--- src/rtl/ins_loader.sv ---
// Boot-time program loader: assembles a length-prefixed, XOR-checksummed byte
// stream into 16-bit words, writes them to instruction memory from address 0 up.
module ins_loader #(
  parameter int ADDR_W = 8,
  parameter int DATA_W = 16
) (
  input  logic              clk,
  input  logic              rst,
  input  logic              start,
  input  logic              in_valid,
  input  logic [7:0]        in_data,
  output logic              in_ready,
  output logic              mem_we,
  output logic [ADDR_W-1:0] mem_addr,
  output logic [DATA_W-1:0] mem_wdata,
  output logic              cpu_rst,
  output logic              busy,
  output logic              done,
  output logic              err,
  output logic [ADDR_W:0]   word_cnt
);

  typedef enum logic [2:0] {
    S_LEN, S_HI, S_LO, S_WR, S_CHK, S_DONE, S_ERR
  } state_t;

  state_t      state, state_next;
  logic [7:0]  length;
  logic [7:0]  checksum;
  logic        accept;
  logic        last_word;

  assign accept    = in_valid & in_ready;
  // length is >= 1 whenever S_WR is reachable, so length-1 never underflows here
  assign last_word = ({1'b0, mem_addr} == ((ADDR_W+1)'(length) - (ADDR_W+1)'(1)));
  assign cpu_rst   = rst | ~done;

  always_comb begin
    state_next = state;
    in_ready   = 1'b0;
    busy       = 1'b0;
    case (state)
      S_LEN: begin
        in_ready = 1'b1;
        if (accept) state_next = (in_data == 8'd0) ? S_CHK : S_HI;
      end
      S_HI: begin
        in_ready = 1'b1;
        busy     = 1'b1;
        if (accept) state_next = S_LO;
      end
      S_LO: begin
        in_ready = 1'b1;
        busy     = 1'b1;
        if (accept) state_next = S_WR;
      end
      S_WR: begin
        busy       = 1'b1;
        state_next = last_word ? S_CHK : S_HI;
      end
      S_CHK: begin
        in_ready = 1'b1;
        busy     = 1'b1;
        if (accept) state_next = (in_data == checksum) ? S_DONE : S_ERR;
      end
      S_DONE, S_ERR: begin
        if (start) state_next = S_LEN;
      end
      default: state_next = S_LEN;
    endcase
  end

  always_ff @(posedge clk or posedge rst) begin
    if (rst) begin
      state     <= S_LEN;
      mem_we    <= 1'b0;
      mem_addr  <= '0;
      mem_wdata <= '0;
      word_cnt  <= '0;
      done      <= 1'b0;
      err       <= 1'b0;
      checksum  <= '0;
      length    <= '0;
    end else begin
      state  <= state_next;
      // registered write strobe: high exactly for the one cycle spent in S_WR
      mem_we <= (state_next == S_WR);
      case (state)
        S_LEN: begin
          if (accept) begin
            length   <= in_data;
            checksum <= in_data;
          end
        end
        S_HI: begin
          if (accept) begin
            mem_wdata[DATA_W-1 -: 8] <= in_data;
            checksum                 <= checksum ^ in_data;
          end
        end
        S_LO: begin
          if (accept) begin
            mem_wdata[7:0] <= in_data;
            checksum       <= checksum ^ in_data;
          end
        end
        S_WR: begin
          word_cnt <= word_cnt + 1'b1;
          if (!last_word) mem_addr <= mem_addr + 1'b1;
        end
        S_CHK: begin
          if (accept) begin
            done <= (in_data == checksum);
            err  <= (in_data != checksum);
          end
        end
        S_DONE, S_ERR: begin
          if (start) begin
            mem_addr <= '0;
            word_cnt <= '0;
            checksum <= '0;
            done     <= 1'b0;
            err      <= 1'b0;
          end
        end
        default: ;
      endcase
    end
  end

endmodule

--- config.mk ---
export PLATFORM = sky130hd
export DESIGN_NAME = ins_loader
export DESIGN_NICKNAME = d
export VERILOG_FILES = /design/src/rtl/ins_loader.sv
export SDC_FILE = /design/constraint.sdc
export NUM_CORES = 1
export LEC_CHECK = 0
export BUFFER_PORTS_ARGS = -buffer_cell sky130_fd_sc_hd__buf_2
export CELL_PAD_IN_SITES_DETAIL_PLACEMENT = 1
export CELL_PAD_IN_SITES_GLOBAL_PLACEMENT = 1
export CORE_ASPECT_RATIO = 0.8
export CORE_MARGIN = 3
export CORE_UTILIZATION = 47
export DETAILED_ROUTE_END_ITERATION = 16
export GPL_TIMING_DRIVEN = 0
export PLACE_DENSITY = 0.85
export SLEW_MARGIN = 20
export SYNTH_ARGS = -nofsm -noshare
export SYNTH_HDL_FRONTEND = slang
export SYNTH_SLANG_ARGS = --single-unit
--- constraint.sdc ---
create_clock -name clk -period 6.9 [get_ports clk]
set_input_delay 2.07 -clock clk [delete_from_list [all_inputs] [get_ports clk]]
set_output_delay 2.07 -clock clk [all_outputs]
set_load 0.05 [all_outputs]
## Yosys cells after proc, flatten, opt, wreduce, memory -nomap -nowiden

Index checks and enable logic that the tools add are counted.

- Add/subtract/negate cells: 3
- Reduce and logical (&&, ||, !) cells: 16
- Bitwise logic cells: 4
- Eq/ne operators: 15
- Mux-type cells: 24

Operator list:

| operator | count |
|---|---|
| 2-to-1 mux 8 bit | 4 |
| one-hot mux 8 bit (3 select lines) | 1 |
| 2-to-1 mux 3 bit | 7 |
| one-hot mux 3 bit (6 select lines) | 1 |
| one-hot mux 9 bit (2 select lines) | 1 |
| one-hot mux 8 bit (2 select lines) | 1 |
| adder 9 x 1 -> 9 bit (second input constant) | 1 |
| equality test 3 x 2 -> 1 bit (second input constant) | 3 |
| equality test 3 bit (second input constant) | 3 |
| equality test 8 x 9 -> 1 bit | 1 |
| 2-to-1 mux 9 bit | 1 |
| subtractor 8 x 1 -> 9 bit (second input constant) | 1 |
| adder 8 x 1 -> 8 bit (second input constant) | 1 |
| equality test 8 bit | 1 |
| zero test 8 bit | 1 |
| inequality test 2 bit (second input constant) | 4 |
| inequality test 8 bit | 1 |
| AND reduction 2 bit | 4 |
| OR reduction 4 bit | 2 |
| XOR 8 bit | 1 |
| AND reduction 3 bit | 2 |
| 2-to-1 mux 1 bit | 5 |
| one-hot mux 1 bit (2 select lines) | 2 |
| AND reduction 4 bit | 1 |
| other kinds (10) | 12 |

- Register bits after elaboration: 55
- Output and inout bits: 39

## Longest topological paths before layout

Gate-level depths: netlist (run 1).

- Word-level depth: 7
- Mapped depth: 8
- Gate-level depth less buffers: 8

## Worst setup path before layout (run 1)

Ideal clock, no wire load.

- Path kind: input to output
- Start point: input rst
- End point: output cpu_rst
- Buffers on the path: 0
- Arrival: 3.909 ns
- Required time: 4.830 ns
- Cell stages on the path: 2
- Slack: 0.921 ns
- Cell sequence: inv_1 -> nand2_1

- Word-level cells in the longest chain between the ends: 1

RTL lines:

| what | RTL line | text |
|---|---|---|
| from (decl) | 8 | `input logic rst,` |
| OR 1 bit | 36 | `assign cpu_rst = rst \| ~done;` |
| to (decl) | 16 | `output logic cpu_rst,` |

No other way between the ends.

## Final worst setup path (run 1)

Same ends and word-level chain as after synthesis.

==> results by group, run 1 <==
Critical path
  – Arr. time, crit path: 3.04 ns
  – Endpoint class of the critical path: output port
  – R2R cell count: 8
  – Startpoint Class: input port
  – FF-to-FF setup slack: 4.31 ns
  – Worst-path fanout max: 56
  – Critical path required time: 4.83 ns
  – CP max-delay cell: inv_4
  – Critical path class: in2out
  – CP dominant cell by count: buf_2
  – Slowest Stage Delay on Critical Path: 0.51 ns
  – Worst-path cell chain: buf_2 -> inv_4 -> nand2_1 -> buf_2

Synthesis
  – Synth Area in Simple Gates: 17.15%
  – Distinct cells, synth: 47
  – Register area share after synthesis: 47.05%
  – Area leader, netlist: dfrtp_1
  – Syn avg cell area: 10.23 um2
  – YS warnings: 0
  – Synth area leaders: dfrtp_1, mux2_2, o21ai_0
  – Top cell type's share of synthesized area: 47.05%
  – Top FF cell, synth: dfrtp_1
  – Post-synthesis xor/xnor area fraction: 7.057%
  – Mux contribution to synthesized area: 9.752%
  – Async S/R FF share, synth: 100.0%
  – Post-Syn Nets: 301
  – Adder-Cell Fraction of Synth Area: 1.283%
  – Post-synth EDFFs: 0
  – Netlist area before placement: 2925 um2
  – Compound-cell area share of the yosys netlist: 14.88%
  – Largest family of logic cells by synthesized area: simple AND/OR/NAND/NOR gates
  – Cells after synthesis: 286
  – Yosys reg bits: 55

Global routing
  – Vias in the first global route: 2633
  – First-pass GRT wire length: 13290 um
  – Total grt overflow: 0
  – Antenna violations before repair: 0
  – GRT Util Overall: 23.36%
  – Largest net degree at the start of global routing: 57

CTS
  – Longest Clk Path Bufs: 2
  – Clk slew on worst S/H paths: 0.09 ns
  – H-tree depth: 2
  – CTS tree: yes
  – Root Driver: clkbuf_8
  – Post-cts resize count: 0
  – Hold_buf cts: 0
  – TritonCTS buffer count: 5
  – Total setup buffers inserted after CTS: 0
  – Worst-Skew Late Latency: 0.33 ns
  – CTS sink count: 55

Cells and area
  – Share of layout cells above drive strength 1: 24.71%
  – Diodes inserted: 0
  – Total area of sequential cells: 1376 um2
  – Fill cell count: 708
  – Area grow syn2layout: 16.64%
  – Final net count: 358
  – Multi-input gate area: 1466 um2

Routing
  – 1st-iter DRT viols: 102
  – Vias after detailed routing: 2488
  – Via/cell ratio: 5.854
  – DRC: 0
  – Routed Antenna Nets: 0
  – Final Routed Wirelength: 7742 um
  – DRT Pass-1 Iters: 5
  – Wire per inst: 18.22 um

Floorplanning
  – Die width: 94.21 um
  – Core Region: 5974 um2
  – DIE HEIGHT: 76.57 um
  – Die ar.: 7213 um2
  – Rows: 25
  – Starting density of the core: 48.96%
  – IO Pins: 51

STA
  – Skew final: 0.01078 ns
  – Relative slew slack: 42.33%
  – Final slew viol count: 0
  – Final setup TNS: 0 ns
  – RSZ-0062 raised after global routing: false
  – Final period util: 74.04%
  – Final setup margin: 1.791 ns
  – Final Hold Fails: 0
  – Fmax: 195.7 MHz
  – Final setup vio count: 0
  – Worst slew pin tran: 0.8650 ns
  – Minimum clock period: 5.109 ns

Placed design
  – Pre-CTS WS: 1.735 ns
  – Port Buffer Count: 50
  – Final HPWL DP: 5494 um
  – Gpl congestion: 0.8897

Pwr
  – Worst VDD drop: 246.1 uV
  – Pwr Total: 1854 uW
  – Cell leakage power: 0.001557 uW
  – PwrDens: 543.4 nW/um2

Worst hold path
  – Hold depth: 2
  – Worst Hold Class: reg2reg

Job
  – Max-Cap Viols: 0

Outcome
  – Status: finished, final reports clean
-- cells in the mapped netlist, drive strengths merged, types with 5 or more instances --
| master | number |
|---|---|
| a21oi | 7 |
| a32o | 8 |
| and3 | 6 |
| clkbuf | 12 |
| dfrtp | 55 |
| inv | 10 |
| mux2 | 20 |
| mux2i | 6 |
| nand2 | 29 |
| nand2b | 5 |
| nand3 | 8 |
| nand4 | 5 |
| nor2 | 14 |
| nor4 | 6 |
| o21ai | 31 |
| xor2 | 17 |
-- per-layer routing --
layer / GRT usage (%) / up-vias / wire [um]
li1: - / 1155 / -
met1: 32.46 / 1269 / 3551
met2: 37.39 / 56 / 3786
met3: 4.344 / 8 / 322
met4: 6.349 / 0 / 80
met5: 0 / - / 0
-- cell usage in the layout, fill, tap and decap left out, types with 7 or more instances in the layout --
master | netlist | layout
clkbuf_1 | 12 | 13
o21ai_0 | 30 | 30
xor2_1 | 17 | 17
buf_2 | 0 | 50
nand2_1 | 28 | 28
nor2_1 | 13 | 13
dfrtp_1 | 55 | 55
nand3_1 | 8 | 8
mux2_2 | 20 | 20
a21oi_1 | 7 | 7
inv_1 | 10 | 9
a32o_1 | 8 | 8
-- final cells by class --
cell class              instances  share of cell area, %
multi-input cells             209                  42.98
repair buffers                 50                  7.334
clock buffers                   6                  2.127
clock inverters                 2                  1.760
plain buffers                  12                  1.320
well taps                      81                  2.970
inverters                      10                  1.173
flip-flops and latches         55                  40.34
-- through the flow --
stage / hold slack, ns / utilization, % / cell area (um2) / cells
after CTS: 0.5145 / 57.11 / 3412 / 425
after global routing: 0.5389 / 57.11 / 3412 / 425
final: 0.5069 / 57.11 / 3412 / 425
after floorplan: 0.5013 / - / 2925 / 286
after global placement: 0.4845 / 54.85 / 3277 / 417
after detailed placement: 0.4903 / 54.89 / 3279 / 417
-- registers in the layout, summed over array words and instances (netlist names) --
name       cells
checksum       8
done           1
err            1
length         8
mem_addr       8
mem_wdata     16
mem_we         1
state          3
word_cnt       9
-- logic make-up after synthesis --
kind of cell,Yosys count
buf+inv,22
mux,26
simple gates,95
xor+xnor,22
fa+ha+maj,3
compound gates,63
flops,55
-- worst paths after layout --
kind,endpoint,startpoint
max,cpu_rst,rst
max in group asynchronous,checksum[7],rst
min reg2reg,err,err
max reg2reg,state[0],length[0]
min in group asynchronous,state[1],rst
min,err,err
-- critical path, delay by kind of cell --
| kind | cells | cell delay (ns) |
|---|---|---|
| buf+inv | 3 | 0.85 |
| simple gates | 1 | 0.10 |
-- power by group --
part           switching (uW)  internal, uW
Clock                     113           145
Sequential                150           461
Combinational             665           319
Total                     928           926
(Power assumes the default switching activity.)
==> run 2, diff against run 1 <==
--- a/config.mk
+++ b/config.mk
@@ -10,10 +10,10 @@
 export CELL_PAD_IN_SITES_GLOBAL_PLACEMENT = 1
 export CORE_ASPECT_RATIO = 0.8
 export CORE_MARGIN = 3
-export CORE_UTILIZATION = 47
+export CORE_UTILIZATION = 43
 export DETAILED_ROUTE_END_ITERATION = 16
 export GPL_TIMING_DRIVEN = 0
-export PLACE_DENSITY = 0.85
+export PLACE_DENSITY = 0.79
 export SLEW_MARGIN = 20
 export SYNTH_ARGS = -nofsm -noshare
 export SYNTH_HDL_FRONTEND = slang
==> constraint.sdc (replaced) <==
create_clock -name clk -period 4.95 [get_ports clk]
set_input_delay 1.485 -clock clk [delete_from_list [all_inputs] [get_ports clk]]
set_output_delay 1.485 -clock clk [all_outputs]
set_load 0.05 [all_outputs]
==> results by group, run 2 (synthesis results as in run 1) <==
CTS
  – Worst-Skew Late Latency: 0.31 ns (-0.02 ns)
  – Post-cts resize count: 0 (unchanged)
  – Hold_buf cts: 0 (unchanged)
  – Root Driver: clkbuf_8
  – H-tree depth: 2 (unchanged)
  – Longest Clk Path Bufs: 2 (unchanged)
  – CTS sink count: 55 (unchanged)
  – Clk slew on worst S/H paths: 0.10 ns (about the same)
  – Total setup buffers inserted after CTS: 0 (unchanged)
  – TritonCTS buffer count: 5 (unchanged)
  – CTS tree: yes

Placed design
  – Port Buffer Count: 50 (unchanged)
  – Final HPWL DP: 5488 um (-0.12%)
  – Pre-CTS WS: 0.9327 ns (-0.8022 ns)
  – Gpl congestion: 0.8486 (-4.6%)
  – Area after DPL: 3283 um2 (+0.11%)

Pwr
  – PwrDens: 743.0 nW/um2 (+37%)
  – Reg power frac: 34.0% (+1.0 points)
  – Switching Fraction: 50.90% (+0.84 points)
  – Clock Power Share: 11.9% (-2.0 points)
  – Psw: 1282 uW (+38%)
  – Pwr Total: 2518 uW (+36%)
  – P_int: 1237 uW (+34%)
  – Comb power frac: 54.1% (+1.0 points)
  – Worst VDD drop: 362.1 uV (+47%)
  – Cell leakage power: 0.001541 uW (-0.97%)

Cells and area
  – Largest register FFs: 16 (unchanged)
  – Biggest register: mem_wdata
  – Final net count: 358 (unchanged)
  – Biggest regs: mem_wdata: 16 flops, word_cnt: 9 flops
  – Most frequent cells in the layout: dfrtp_1, buf_2, o21ai_0
  – Share of layout cells above drive strength 1: 24.78% (+0.072 points)
  – Diodes inserted: 0 (unchanged)
  – Final Util: 52.36% (-4.8 points)
  – Finished layout cell area: 3390 um2 (-0.66%)
  – Area grow syn2layout: 15.87%
  – Commonest non-fill, non-tap cell in the layout: dfrtp_1

Critical path
  – Reg2reg end: mem_addr[7]
  – Worst-path fanout max: 56 (unchanged)
  – Arr. time, crit path: 2.49 ns (-0.55 ns)
  – Reg-to-reg critical path startpoint: length[0]
  – Critical path required time: 3.46 ns (-1.37 ns)
  – Worst setup startpoint: rst
  – Critical path class: in2out
  – R2R cell count: 8 (unchanged)
  – CP Capture Point: cpu_rst
  – Endpoint class of the critical path: output port
  – Startpoint Class: input port
  – FF-to-FF setup slack: 2.36 ns (-1.95 ns)

STA
  – Final Hold Fails: 0 (unchanged)
  – Final period util: 80.33%
  – RSZ-0062 raised after global routing: false
  – Final setup margin: 0.9738 ns (-0.8175 ns)
  – Final slew viol count: 0 (unchanged)
  – Skew final: 0.007425 ns (-0.003351 ns)
  – Relative slew slack: 46.01% (+3.7 points)
  – Fmax: 251.5 MHz
  – Final setup vio count: 0 (unchanged)
  – Minimum clock period: 3.976 ns
  – Worst slew pin tran: 0.8099 ns (-0.05511 ns)

Global routing
  – Total grt overflow: 0 (unchanged)
  – First-pass GRT wire length: 13090 um (-1.5%)
  – GRT Util Overall: 20.78% (-2.6 points)
  – Grt peak-use layer: met2
  – Largest net degree at the start of global routing: 57 (unchanged)
  – Met1 GRT Util: 28.86% (-3.6 points)
  – GR Util met2: 34.04% (-3.4 points)
  – GR Layer Usage met3: 4.279% (-0.064 points)
  – Antenna violations before repair: 0 (unchanged)
  – Vias in the first global route: 2542 (-3.5%)

Routing
  – Routed Antenna Nets: 0 (unchanged)
  – DRC: 0 (unchanged)
  – Via/cell ratio: 5.735 (-2.0%)
  – Vias after detailed routing: 2449 (-1.6%)
  – 1st-iter DRT viols: 107 (+4.9%)
  – Final Routed Wirelength: 7705 um (-0.48%)
  – Wire per inst: 18.04 um (-0.94%)
  – DRT Pass-1 Iters: 4 (-1)

Outcome
  – Status: finished, final reports clean

Floorplanning
  – Rows: 26 (+4.0%)
  – Core Region: 6474 um2 (+8.4%)
  – Die ar.: 7835 um2 (+8.6%)
  – IO Pins: 51 (unchanged)
  – Die width: 98.22 um (+4.3%)
  – Starting density of the core: 45.19% (-3.8 points)
  – DIE HEIGHT: 79.78 um (+4.2%)

Job
  – Max-Cap Viols: 0 (unchanged)

Worst hold path
  – Worst Hold Class: reg2reg
  – HP Start: err
[run 2: cell count changes in the layout (fill, tap and decap cells not counted)]
| cell | change |
|---|---|
| clkinvlp_4 | +1 |
| bufinv_16 | -1 |
| clkbuf_1 | -1 |
[run 2: how the worst min path moves through the flow]
stage          cells after the start  slack, ns      endpoint
6_report                           2       0.51           err
5_1_grt                            1       0.53  mem_wdata[2]
4_1_cts                            2       0.52           err
3_5_place_dp                       1       0.49  mem_wdata[6]
3_3_place_gp                       2       0.48           err
2_1_floorplan                      1       0.50   checksum[6]
[run 2: layout make-up]
type	instances	area, um2
fill	773	3084
multi-input combinational	209	1466
sequential	55	1376
timing repair buffer	50	250.2
tap	84	105.1
clock buffer	5	68.82
buffer	12	45.04
inverter	10	40.04
clock inverter	2	37.54
[run 2: routing by layer]
metal,vias to the layer above,part of all wire (%)
met1,1241,47
met4,0,0.73
li1,1153,-
met5,-,0
met3,7,4.1
met2,48,48
[run 2: power groups by stage]
stage / logic, uW / clock network (uW) / registers (uW)
2_1_floorplan: 647 / 0 / 1230
5_1_grt: 1480 / 325 / 897
3_5_place_dp: 1370 / 0 / 863
3_3_place_gp: 1330 / 0 / 843
6_report: 1360 / 299 / 856
4_1_cts: 1370 / 308 / 858
[run 2: critical path, cell delays in order]
cell and delay (ns):
buf_2 0.11, inv_4 0.48, nand2_1 0.11, buf_2 0.24
[run 2: through the flow]
step / hold slack, ns / std cells / TNS [ns]
2_1_floorplan: 0.5013 / 286 / 0
3_3_place_gp: 0.4829 / 420 / -0.1285
3_5_place_dp: 0.4920 / 420 / 0
4_1_cts: 0.5174 / 427 / 0
5_1_grt: 0.5260 / 427 / 0
6_report: 0.5080 / 427 / 0
